--- src/rtl/cordic_gain_comp.sv ---
// Pipelined multi-channel CORDIC gain compensator.
// Scales each signed channel by K(n) or 1/K(n), with round-half-up and saturation,
// behind a valid/ready stream interface with a two-stage stallable pipeline.
module cordic_gain_comp #(
  parameter int unsigned DSIZE  = 16,
  parameter int unsigned CH     = 2,
  parameter int unsigned MAXSEL = 16
) (
  input  logic                  clock,
  input  logic                  rst,
  input  logic                  in_valid,
  output logic                  in_ready,
  input  logic [CH*DSIZE-1:0]   in_data,
  input  logic [4:0]            sel,
  input  logic                  en,
  input  logic                  inv,
  output logic                  out_valid,
  input  logic                  out_ready,
  output logic [CH*DSIZE-1:0]   out_data,
  output logic [CH-1:0]         out_sat
);

  localparam int unsigned CW  = DSIZE + 2;
  localparam int unsigned PW  = 2 * DSIZE + 3;
  localparam int unsigned LIM = (MAXSEL > 16) ? 16 : MAXSEL;
  localparam real SCALE = 2.0 ** DSIZE;

  localparam real K0  = 0.7071067811865476;
  localparam real K1  = 0.6324555320336759;
  localparam real K2  = 0.6135719910778963;
  localparam real K3  = 0.6088339125177524;
  localparam real K4  = 0.6076482562561683;
  localparam real K5  = 0.6073517701412960;
  localparam real K6  = 0.6072776440935261;
  localparam real K7  = 0.6072591122988928;
  localparam real K8  = 0.6072544793325625;
  localparam real K9  = 0.6072533210898753;
  localparam real K10 = 0.6072530315291345;
  localparam real K11 = 0.6072529591389450;
  localparam real K12 = 0.6072529410413973;
  localparam real K13 = 0.6072529365170104;
  localparam real K14 = 0.6072529353859135;
  localparam real K15 = 0.6072529351031394;
  localparam real K16 = 0.6072529350324458;

  // Gain coefficients, unsigned Q2.DSIZE, rounded to nearest
  localparam logic [CW-1:0] KTAB [17] = '{
    CW'($rtoi(K0 * SCALE + 0.5)),  CW'($rtoi(K1 * SCALE + 0.5)),
    CW'($rtoi(K2 * SCALE + 0.5)),  CW'($rtoi(K3 * SCALE + 0.5)),
    CW'($rtoi(K4 * SCALE + 0.5)),  CW'($rtoi(K5 * SCALE + 0.5)),
    CW'($rtoi(K6 * SCALE + 0.5)),  CW'($rtoi(K7 * SCALE + 0.5)),
    CW'($rtoi(K8 * SCALE + 0.5)),  CW'($rtoi(K9 * SCALE + 0.5)),
    CW'($rtoi(K10 * SCALE + 0.5)), CW'($rtoi(K11 * SCALE + 0.5)),
    CW'($rtoi(K12 * SCALE + 0.5)), CW'($rtoi(K13 * SCALE + 0.5)),
    CW'($rtoi(K14 * SCALE + 0.5)), CW'($rtoi(K15 * SCALE + 0.5)),
    CW'($rtoi(K16 * SCALE + 0.5))
  };

  // Inverse-gain coefficients for input pre-scaling
  localparam logic [CW-1:0] ITAB [17] = '{
    CW'($rtoi(SCALE / K0 + 0.5)),  CW'($rtoi(SCALE / K1 + 0.5)),
    CW'($rtoi(SCALE / K2 + 0.5)),  CW'($rtoi(SCALE / K3 + 0.5)),
    CW'($rtoi(SCALE / K4 + 0.5)),  CW'($rtoi(SCALE / K5 + 0.5)),
    CW'($rtoi(SCALE / K6 + 0.5)),  CW'($rtoi(SCALE / K7 + 0.5)),
    CW'($rtoi(SCALE / K8 + 0.5)),  CW'($rtoi(SCALE / K9 + 0.5)),
    CW'($rtoi(SCALE / K10 + 0.5)), CW'($rtoi(SCALE / K11 + 0.5)),
    CW'($rtoi(SCALE / K12 + 0.5)), CW'($rtoi(SCALE / K13 + 0.5)),
    CW'($rtoi(SCALE / K14 + 0.5)), CW'($rtoi(SCALE / K15 + 0.5)),
    CW'($rtoi(SCALE / K16 + 0.5))
  };

  localparam logic [CW-1:0]        ONE  = {2'b01, DSIZE'(0)};
  localparam logic signed [PW-1:0] HALF = PW'(64'd1 << (DSIZE - 1));
  localparam logic signed [PW-1:0] MAXP = PW'((64'd1 << (DSIZE - 1)) - 64'd1);
  localparam logic signed [PW-1:0] MINN = ~MAXP;

  logic                  advance;
  logic [4:0]            nc;
  logic [CW-1:0]         coef;
  logic signed [PW-1:0]  prod [CH];
  logic signed [PW-1:0]  p1 [CH];
  logic                  v1;
  logic signed [PW-1:0]  rnd [CH];
  logic [CH*DSIZE-1:0]   sat_data;
  logic [CH-1:0]         sat_flag;

  // The whole pipeline moves only when the output slot is free or being drained
  assign advance  = !out_valid || out_ready;
  assign in_ready = advance;

  // Stage 1: clamp iteration index, select coefficient, multiply each channel
  always_comb begin
    nc   = (sel > 5'(LIM)) ? 5'(LIM) : sel;
    coef = inv ? ITAB[nc] : KTAB[nc];
    if (!en) coef = ONE;
    for (int i = 0; i < CH; i++) begin
      prod[i] = PW'($signed(in_data[i*DSIZE +: DSIZE])) * $signed(PW'({1'b0, coef}));
    end
  end

  // Stage 2: round half up, drop fraction bits, saturate to DSIZE
  always_comb begin
    sat_data = '0;
    sat_flag = '0;
    for (int i = 0; i < CH; i++) begin
      rnd[i] = (p1[i] + HALF) >>> DSIZE;
      if (rnd[i] > MAXP) begin
        sat_data[i*DSIZE +: DSIZE] = DSIZE'(MAXP);
        sat_flag[i]                = 1'b1;
      end else if (rnd[i] < MINN) begin
        sat_data[i*DSIZE +: DSIZE] = DSIZE'(MINN);
        sat_flag[i]                = 1'b1;
      end else begin
        sat_data[i*DSIZE +: DSIZE] = DSIZE'(rnd[i]);
      end
    end
  end

  // Pipeline registers; everything holds while the output is stalled
  always_ff @(posedge clock or posedge rst) begin
    if (rst) begin
      v1        <= 1'b0;
      out_valid <= 1'b0;
      out_data  <= '0;
      out_sat   <= '0;
      for (int i = 0; i < CH; i++) p1[i] <= '0;
    end else if (advance) begin
      v1        <= in_valid;
      out_valid <= v1;
      out_data  <= sat_data;
      out_sat   <= sat_flag;
      for (int i = 0; i < CH; i++) p1[i] <= prod[i];
    end
  end

endmodule

--- config.mk ---
export PLATFORM = sky130hd
export DESIGN_NAME = cordic_gain_comp
export DESIGN_NICKNAME = d
export VERILOG_FILES = /design/src/rtl/cordic_gain_comp.sv
export SDC_FILE = /design/constraint.sdc
export NUM_CORES = 1
export LEC_CHECK = 0
export CAP_MARGIN = 10
export CORE_ASPECT_RATIO = 1.75
export CORE_MARGIN = 2
export CORE_UTILIZATION = 42
export DETAILED_ROUTE_END_ITERATION = 12
export HOLD_SLACK_MARGIN = 0.03
export SLEW_MARGIN = 20
export SYNTH_ARGS = -nofsm -noshare
export SYNTH_HDL_FRONTEND = slang
export SYNTH_SLANG_ARGS = --single-unit
--- constraint.sdc ---
create_clock -name clock -period 8.25 [get_ports clock]
set_clock_uncertainty 0.2 [all_clocks]
set_input_delay 0.825 -clock clock [delete_from_list [all_inputs] [get_ports clock]]
set_output_delay 0.825 -clock clock [all_outputs]
set_load 0.02 [all_outputs]
# == Word-level counts from Yosys, hierarchy flattened ==
# Memory sizes are Yosys's and may differ from the RTL's.
# Index checks and enable logic that the tools add are counted.
# word_totals
rom_bits,1152
ff_bits,106
n_memories,2
latch_bits,0
in_bits,43
elab_cells,36
mem_bits_rw,0
# mem_list
memory,words,width,read_ports,rd_ports_with_merged_regs,wr,line_no,text
(no name shown),32,18,1,0,0,94,coef = inv ? ITAB[nc] : KTAB[nc];
(no name shown),32,18,1,0,0,94,
# classes
n_eq_ne,0
n_lt_le_gt_ge,6
n_reduce_logical,2
add_sub_neg,2
muxes,15
shifts,0
n_mul,2
n_div,0
bitwise,1
# op_table
cell,count
two-way mux 18 bit,6
adder 35 x 17 -> 35 bit (second input constant),2
multiplier 16 x 19 -> 35 bit,2
two-way mux 16 bit,4
> comparator 19 x 16 -> 1 bit (second input constant),2
< comparator 19 x 16 -> 1 bit (second input constant),2
>= comparator 6 bit (second input constant),1
NOT 5 -> 6 bit,1
> comparator 5 bit (second input constant),1
two-way mux 5 bit,1
two-way mux 1 bit,4
zero test 1 bit,1
logical OR 1 bit,1

# == Depth between registers and ports, before layout ==
# depth
word_depth,9
mapped_depth,32
depth_no_buf,30

# == Worst setup path before layout ==
# Ideal clock, no wire load.
# synth_timing
kind,input to register
start,input sel[0]
end,register p1[61] in the netlist's numbering
setup_ns,0.148
setup_slack_ns,0.264
t_arrival_ns,7.638
path_buffers,3
t_required_ns,7.902
stages,29
cell_sequence,clkbuf_1 nor2b_1 ha_1 inv_1 o21a_1 nor2_1 and2_1 clkbuf_1 clkbuf_1 nand2_1 fa_1 fa_1 fa_1 inv_1 fa_1 fa_1 inv_1 fa_1 inv_1 ha_1 nand2_1 o21ai_0 a2111o_1 o21a_2 a211o_1 a21oi_1 o221ai_1 xnor2_1 a21oi_1
# synth_via
elab_chain_cells,9
# synth_rtl
element,line_no,text
from (decl),14,"input logic [4:0] sel,"
> comparator 5 bit,93,nc = (sel > 5'(LIM)) ? 5'(LIM) : sel;
two-way mux 5 bit *,93,
NOT 5 -> 6 bit (implied by the code) *,94,
memory read (32 x 18 bit),-,
two-way mux 18 bit (implied by the code) (2 in a row),94,
two-way mux 18 bit *,94,
two-way mux 18 bit *,95,if (!en) coef = ONE;
multiplier 16 x 19 -> 35 bit *,97,"prod[i] = PW'($signed(in_data[i*DSIZE +: DSIZE])) * $signed(PW'({1'b0, coef}));"
to (decl),81,logic signed [PW-1:0] p1 [CH];
# Mark *: on every way between the ends. The rest lies on a longest branch, timed or not. The select of a mux whose other input is x is not followed.
# A chain may end at the register's enable or synchronous reset.

# == Worst setup path after layout ==
# Ends and elaborated chain as after synthesis.

==> reports/metrics.cfg <==
[critical_path]
r2r-end = out_data[15]$_DFFE_PP0P_
worst-path-max-fanout = 8
slowest_delay_ns = 0.54
cp_data_arrival_time_ns = 7.89
r2r_start = p1[53]$_DFFE_PP0P_
reg2reg_depth = 9
worst_path_max_delay_cell = fa_1
cp-end-kind = flip-flop
required_ns = 8.25
cp-start-kind = input port
r2r_setup_slack_ns = 5.36
critPathKind = input port to flip-flop

[cts]
clock-sinks = 76
cts_root_buffer = clkbuf_16
htree_levels = 3
tritoncts = done
cts_made_buffers = 9
cts_buffer_depth = 2
clk_latency_ns = 0.35
path_clk_slew_ns = 0.06
cts-hold-fix-buffers = 0

[drt]
drc = 0
drt_pre_antenna_iters = 5
drt_iter0_markers = 665
wirelength_um = 58500
vias_per_cell = 5.16
antenna_left = 0
wire_per_inst_um = 17.7
vias = 17100

[place]
dp.cells = 3286
place_worst_setup_slack_ns = -0.485
dp.final_hpwl_um = 48700
postPlaceCellArea_sq_um = 24400
gp_routability_congestion = 0.900
placement.io_buffers = 78

[finish]
final_cells = 3312
nFillCells = 5025
fin_nets = 3346
n_antenna_cell = 0
stdcell_area_sq_um = 24900
multi_input_area_sq_um = 17700
seq_area_sq_um = 1900
drive_gt1_share_pct = 8.33
post-route-util_pct = 48.4
area_delta_synth_final_pct = 13.7

[sta]
slew_violations = 0
rsz0062_at_grt = false
setup_viol = 0
tightestPinTransition_ns = 0.835
timing.hold.ws_ns = 0.270
fmax_mhz = 127
worst_slack_ns = 0.366
fin_crit_sh_pct = 95.6
period_needed_ns = 7.88
slew_headroom_pct = 44.2
hold_viol = 0

[min_path]
holdPathEnd = v1$_DFFE_PP0P_
whs_path_depth = 2
min_from = v1$_DFFE_PP0P_
hold_path_class = flip-flop to flip-flop

[synth]
synth_commonest_cells = 513 x inv_1, 414 x fa_1, 329 x nand2_1
async_flop_share_pct = 100
ys_seq_area_share_pct = 8.68
synth_cell_type_count = 59
synth_nets = 3211
syn-mean-instance-area_sq_um = 8.76
synthCells = 2500
synth-main-ff-cell = dfrtp_1
yosysTopAreaCellShare_pct = 37.8
netlist_area_sq_um = 21900
yosysTopAreaCell = fa_1
yosys-top-cells-area = fa_1 38%, ha_1 15%, inv_1 8.8%
synth_seq_cells = 76
yosys_warnings = 0
yosysMostFrequentCell = inv_1
synth_edf_count = 0

[outcome]
status = finished, final reports clean

[power]
ir_drop_mv = 0.287
power.leakage_nw = 12.7
p_per_area_nw_per_um2 = 325

[floorplanning]
start_util_pct = 42.5
die_w_um = 177
coreArea_sq_um = 51500
io_pins = 79
die_y_um = 306
die_area_sq_um = 54100
rows = 110

[global_route]
grt_start_max_net_pins = 77
grt_first_pass_wirelength_um = 96800
antenna_found_initial = 0
grt_pass1_vias = 19100
overflow = 0
grt_util_all_layers_pct = 22.8

[flow_run]
max_cap_violations = 0

flip-flops by register name, indices dropped and copies added, names as in the netlist:
register,flops
v1,1
out_data,32
out_sat,2
out_valid,1
p1,40
worst max-delay path: cells and delay by family:
family / cells / cell delay (ns)
fa+ha+maj: 8 / 3.40
compound gates: 10 / 2.00
buf+inv: 9 / 1.11
simple gates: 3 / 0.41
xor+xnor: 1 / 0.16
worst max-delay path by stage:
stage                         endpoint  cells after the start  startpoint  slack (ns)
floorplan           p1[61]$_DFFE_PP0P_                     29      sel[0]        0.26
global placement    p1[69]$_DFFE_PP0P_                     28      sel[0]       -0.39
detailed placement  p1[69]$_DFFE_PP0P_                     28      sel[0]       -0.49
CTS                 p1[69]$_DFFE_PP0P_                     28      sel[0]        0.02
global route        p1[61]$_DFFE_PP0P_                     28      sel[0]       0.006
finish              p1[61]$_DFFE_PP0P_                     31      sel[0]        0.37
metrics by stage:
stage / TNS (ns) / total power (W)
final: 0 / 0.00809
after global routing: 0 / 0.00899
after CTS: 0 / 0.00812
after detailed placement: -4.24 / 0.00758
after global placement: -1.29 / 0.00742
after floorplan: 0 / 0.00508
power by group:
part	switching, W	internal, W	total (W)
clock network	0.000161	0.000290	0.000451
registers	0.000173	0.000582	0.000755
logic	0.00375	0.00313	0.00688
total	0.00409	0.00400	0.00809
logic make-up after synthesis:
kind of cell    Yosys count  share of synthesized area [%]
buf+inv                 635                           10.9
fa+ha+maj               668                           52.4
xor+xnor                 72                           2.88
mux                       3                          0.137
simple gates            813                           18.1
compound gates          233                           6.93
flops                    76                           8.68
metal layers:
layer,vias to the layer above,global-route usage (%),part of all wire (%)
li1,7880,-,-
met4,0,10.5,4.9
met5,-,0,0
met2,389,42.8,54
met1,8688,25.6,38
met3,140,1.93,3.1
cell usage in the layout (no fill, tap or decap), types with 37 or more instances in the layout:
cell / count
buf_4: 149
a21oi_1: 81
xor2_1: 37
nand2_1: 328
ha_1: 253
clkdlybuf4s50_1: 77
dfrtp_1: 76
fa_1: 414
inv_1: 512
and2_1: 235
nor2_1: 112
cell type report:
cell class	instances	area share [%]
clock buffer	13	1.09
inverter	516	7.78
clock inverter	3	0.271
multi-input combinational	1789	71.1
timing repair buffer	243	8.75
tap	672	3.38
sequential	76	7.64
timing repair:
action,CTS,global route
endpoints found under the setup margin,1,33
pin swaps,0,5
gates resized for setup,1,30
buffers inserted,0,9
(Power assumes the default switching activity.)
